## src/rtl/fp_pkg.sv

```systemverilog
`default_nettype none
// ============================================================================
// Module      : fp_pkg
// Description : Shared constants and decoder state type for the 8-bit FP
//               sample format (S / 3-bit E / 4-bit F).
// Revision    : 1.0 - initial release
// ============================================================================
package fp_pkg;

    localparam int FP_D_W = 12;
    localparam int FP_E_W = 3;
    localparam int FP_F_W = 4;

    // Largest decodable magnitude: 15 * 2^7
    localparam logic [FP_D_W-1:0] FP_MAX_MAG = 12'h780;

    typedef enum logic [1:0] {
        IDLE  = 2'd0,
        SHIFT = 2'd1,
        SIGN  = 2'd2,
        OUT   = 2'd3
    } fp_dec_state_t;

endpackage
`default_nettype wire

```

## src/rtl/fp_mag_shifter.sv

```systemverilog
`default_nettype none
// ============================================================================
// Module      : fp_mag_shifter
// Description : Iterative magnitude builder; shifts the significand left one
//               place per step until the exponent count is exhausted.
// Revision    : 1.0 - initial release
// ============================================================================
module fp_mag_shifter
    import fp_pkg::*;
#(
    parameter int D_W = FP_D_W,
    parameter int E_W = FP_E_W,
    parameter int F_W = FP_F_W
) (
    input  logic           clk,
    input  logic           rst,
    input  logic           load,
    input  logic           step,
    input  logic [E_W-1:0] e_in,
    input  logic [F_W-1:0] f_in,
    output logic [D_W-1:0] acc,
    output logic           done
);

    logic [D_W-1:0] r_acc;
    logic [E_W-1:0] r_cnt;

    always_ff @(posedge clk or posedge rst) begin
        if (rst) begin
            r_acc <= '0;
            r_cnt <= '0;
        end else if (load) begin
            r_acc <= {{(D_W-F_W){1'b0}}, f_in};
            r_cnt <= e_in;
        end else if (step) begin
            r_acc <= r_acc << 1;
            r_cnt <= r_cnt - 1'b1;
        end
    end

    // Final shift happens on the step taken while the count reads one
    assign done = (r_cnt == E_W'(1));
    assign acc  = r_acc;

endmodule
`default_nettype wire

```

## src/rtl/fp_to_twos.sv

```systemverilog
`default_nettype none
// ============================================================================
// Module      : fp_to_twos
// Description : Sequential FP(S,E,F) to two's-complement integer decoder with
//               valid/ready handshakes on both sides.
// Revision    : 1.0 - initial release
// ============================================================================
module fp_to_twos
    import fp_pkg::*;
#(
    parameter int D_W = FP_D_W,
    parameter int E_W = FP_E_W,
    parameter int F_W = FP_F_W
) (
    input  logic           clk,
    input  logic           rst,
    input  logic           in_valid,
    output logic           in_ready,
    input  logic           S,
    input  logic [E_W-1:0] E,
    input  logic [F_W-1:0] F,
    output logic           out_valid,
    input  logic           out_ready,
    output logic [D_W-1:0] D,
    output logic           busy
);

    fp_dec_state_t  r_state;
    fp_dec_state_t  w_state_next;
    logic           r_s;
    logic [D_W-1:0] r_d;
    logic [D_W-1:0] w_acc;
    logic           w_done;
    logic           w_load;
    logic           w_step;

    fp_mag_shifter #(
        .D_W (D_W),
        .E_W (E_W),
        .F_W (F_W)
    ) u_shifter (
        .clk  (clk),
        .rst  (rst),
        .load (w_load),
        .step (w_step),
        .e_in (E),
        .f_in (F),
        .acc  (w_acc),
        .done (w_done)
    );

    always_comb begin
        w_state_next = r_state;
        w_load       = 1'b0;
        w_step       = 1'b0;
        case (r_state)
            IDLE: begin
                if (in_valid) begin
                    w_load       = 1'b1;
                    w_state_next = (E != '0) ? SHIFT : SIGN;
                end
            end
            SHIFT: begin
                w_step = 1'b1;
                if (w_done) begin
                    w_state_next = SIGN;
                end
            end
            SIGN: begin
                w_state_next = OUT;
            end
            OUT: begin
                if (out_ready) begin
                    w_state_next = IDLE;
                end
            end
            default: begin
                w_state_next = IDLE;
            end
        endcase
    end

    always_ff @(posedge clk or posedge rst) begin
        if (rst) begin
            r_state <= IDLE;
            r_s     <= 1'b0;
            r_d     <= '0;
        end else begin
            r_state <= w_state_next;
            if (w_load) begin
                r_s <= S;
            end
            // Modulo negation; a negative zero naturally wraps back to zero
            if (r_state == SIGN) begin
                r_d <= r_s ? (~w_acc + 1'b1) : w_acc;
            end
        end
    end

    assign in_ready  = (r_state == IDLE);
    assign out_valid = (r_state == OUT);
    assign busy      = (r_state != IDLE);
    assign D         = r_d;

endmodule
`default_nettype wire

```

## config.mk

```make
export PLATFORM = sky130hd
export DESIGN_NAME = fp_to_twos
export DESIGN_NICKNAME = d
export VERILOG_FILES = /design/src/rtl/fp_pkg.sv /design/src/rtl/fp_mag_shifter.sv /design/src/rtl/fp_to_twos.sv
export SDC_FILE = /design/constraint.sdc
export NUM_CORES = 1
export LEC_CHECK = 0
export CORE_MARGIN = 10
export CORE_UTILIZATION = 45
export CTS_BUF_LIST = sky130_fd_sc_hd__clkbuf_8 sky130_fd_sc_hd__clkbuf_16
export CTS_CLUSTER_DIAMETER = 200
export DETAILED_ROUTE_END_ITERATION = 8
export PLACE_DENSITY_LB_ADDON = 0.12
export SYNTH_ARGS = -nofsm -noshare
export SYNTH_HDL_FRONTEND = slang
export SYNTH_SLANG_ARGS = --single-unit
```

## constraint.sdc

```tcl
create_clock -name clk -period 1.6 [get_ports clk]
set_input_delay 0.24 -clock clk [delete_from_list [all_inputs] [get_ports clk]]
set_output_delay 0.24 -clock clk [all_outputs]
set_load 0.05 [all_outputs]
```

==> impl_metrics.ini <==
[status]
status = completed

[floorplan]
core_area_sq_um = 3420
fp.dieW_microns = 80.0
start_util = 0.474
die_h_microns = 80.0
io_pins = 27
row_count = 21
dieArea_sq_um = 6400

[placed_design]
post-dp-hpwl_mm = 2.59
portBuffers = 26
placed_cell_area_sq_um = 2030
place_congestion = 0.801

[cts]
cts_root_buffer = clkbuf_8
clock_sinks = 30
hold_buffers = 0
insertion_delay_ns = 0.28
clockBufferDepth = 2
path_clk_slew_ns = 0.06
cts_tree = done
htree_levels = 2
cts_made_buffers = 5

[setup_path]
crit_path_start_kind = flip-flop
cpLargestDelayFamily = simple AND/OR/NAND/NOR gates
arrival_ns = 1.73
critPathMaxFanout = 4
cp_slowest_cell = or4_4
required_ns = 1.76
cp_slowest_stage_delay_ns = 0.45
crit_buf_inv = 2
crit_chain = inv_2 -> ha_4 -> clkinvlp_4 -> or4_4 -> o211ai_1 -> o21ai_1
cp-end-kind = flip-flop
critPathKind = reg2reg

[global_routing]
grtUsageTotal = 0.119
grt_max_degree = 31
grt_pass1_vias = 1271
antenna_found_initial = 0
gr-total-overflow = 0
grt_pass1_wl_mm = 6.00

[yosys]
async_reset_ff_frac = 1.00
synth_ff_type = dfrtp_1
syn_area_sq_um = 1620
yosys_warnings = 0
synth_cell_types = 35
synth_nets = 182
ys_ff_latch = 30
synth.most_common_cell = dfrtp_1
yosys.area.top_type = dfrtp_1
synth_top_area_share = 0.464
syn-mean-instance-area_sq_um = 9.93
synth_common_cells = dfrtp_1, nor2_1, o21ai_0, mux2i_1, nand2_1
seq_area_frac_synth = 0.464
synth-edff-count = 0
ys_top_cells_by_area = dfrtp_1, mux2i_1, ha_1
synth_cells = 163

[timing]
rsz0062_at_grt = true
tightest_slew_ns = 0.558
fmax_ghz = 0.635
skew_ns = 0.00227
setup_viol = 0
hold_viol_final = 0
slew_headroom = 0.628
period_needed_ns = 1.57
fin_crit_sh = 0.984
finalMaxSlewViolations = 0

[power]
ir_worst_vdd_uv = 1240
leakage_uw = 0.000989
p_per_area_nw_per_um2 = 2450

[routing]
drcViolationCount = 0
wl_met2_mm = 1.64
drtIter0Drc = 95
top_layer_used = met4
wire_per_inst_microns = 13.5
vias = 1280
dr.pass1.iters = 4
ant_nets = 0
vias_per_cell = 5.04
finalWirelength_mm = 3.44
wl_met3_microns = 228
drt-met1-wl_mm = 1.53

[final_layout]
antenna_cells = 0
layout-drive-gt1-share = 0.298
final_util = 0.649
final_area_sq_um = 2220
nets = 226
area_delta_synth_final_pct = 37.0

[job]
timing.max_cap.violations = 0

[worst_hold_path]
hp-class = in2async
worst paths after layout:
kind	start	to	slack [ns]	depth (start not counted)
setup reg to reg	r_state[0]	r_state[0]	0.03	6
hold / removal	rst	D[11]	0.33	3
setup / recovery	r_state[0]	r_state[0]	0.03	6
hold reg to reg	D[0]	D[0]	0.52	1
min in group clk	F[3]	u_shifter.acc[3]	0.51	3
max in group asynchronous	rst	r_state[1]	0.97	3
where the power goes:
group,switching (uW),internal (uW)
clock,276,434
sequential,319,1110
combinational,1840,1450
total,2440,3000
cell usage in the layout, fill, tap and decap left out, types with 2 or more instances in the layout:
cell / Yosys / final
nor2_2: 0 / 2
nand2_1: 12 / 12
o211ai_1: 2 / 2
mux2_2: 2 / 2
nand2b_1: 4 / 3
a21oi_1: 8 / 8
xnor2_1: 2 / 2
nor2_1: 19 / 17
clkdlybuf4s50_1: 0 / 11
o311ai_1: 0 / 3
o21ai_0: 14 / 12
inv_1: 11 / 8
buf_12: 1 / 4
dfrtp_1: 30 / 29
or4_4: 1 / 2
clkbuf_8: 0 / 8
nand4_1: 2 / 2
xor2_1: 7 / 7
nor2b_1: 2 / 2
o31ai_1: 2 / 2
inv_2: 0 / 2
ha_2: 0 / 3
nor3_4: 1 / 2
mux2i_1: 12 / 12
ha_1: 7 / 3
buf_4: 0 / 31
o21ai_1: 0 / 2
metrics by stage:
step	power, uW	cells	hold slack, ns	setup slack (ns)	TNS (ns)
6_report	5430	254	0.334	0.0262	0
2_1_floorplan	3520	163	0.331	-0.236	-2.07
5_1_grt	5840	254	0.380	-0.0798	-0.163
4_1_cts	5280	249	0.347	0.0154	0
3_5_place_dp	4550	241	0.511	0.00714	0
3_3_place_gp	4470	241	0.498	0.0476	0
sequential cells by signal (all words and copies together) (netlist names):
signal           flops
D                   12
r_s                  1
r_state              2
u_shifter.acc       12
u_shifter.r_cnt      3
cell families (layout without fill, tap and decap cells):
group / count (synthesis) / in the layout / share of synthesized area
buffers and inverters: 21 / 66 / 0.0595
and+or+nand+nor: 47 / 47 / 0.145
xor gates and xnor gates: 9 / 9 / 0.0487
AOI/OAI and AO/OA: 35 / 35 / 0.141
adders and majority gates: 7 / 7 / 0.0541
DFF: 30 / 30 / 0.464
muxes: 14 / 14 / 0.0881
worst min-delay path, delay by kind of cell:
kind	cells	cell delay [ns]
buf+inv	3	0.78
cell type report:
type,count,area (sq um)
inverters,11,45.0
fillers,282,1200
clock buffers,8,110
well taps,46,57.6
flip-flops and latches,30,752
multi-input cells,112,820
repair buffers,47,434
timing repair:
| action | in CTS | in global routing |
|---|---|---|
| gates cloned | 0 | 0 |
| setup endpoints to repair | 1 | 10 |
| buffers inserted | 0 | 5 |
| gates resized for setup | 1 | 13 |
| pin swaps | 0 | 7 |
routing by layer:
layer | global-route usage | vias to the layer above
met5 | 0 | -
met4 | 0.0634 | 0
met3 | 0.0450 | 5
met2 | 0.181 | 29
met1 | 0.142 | 595
li1 | - | 651
No activity file was read; power rests on OpenSTA's default activity.
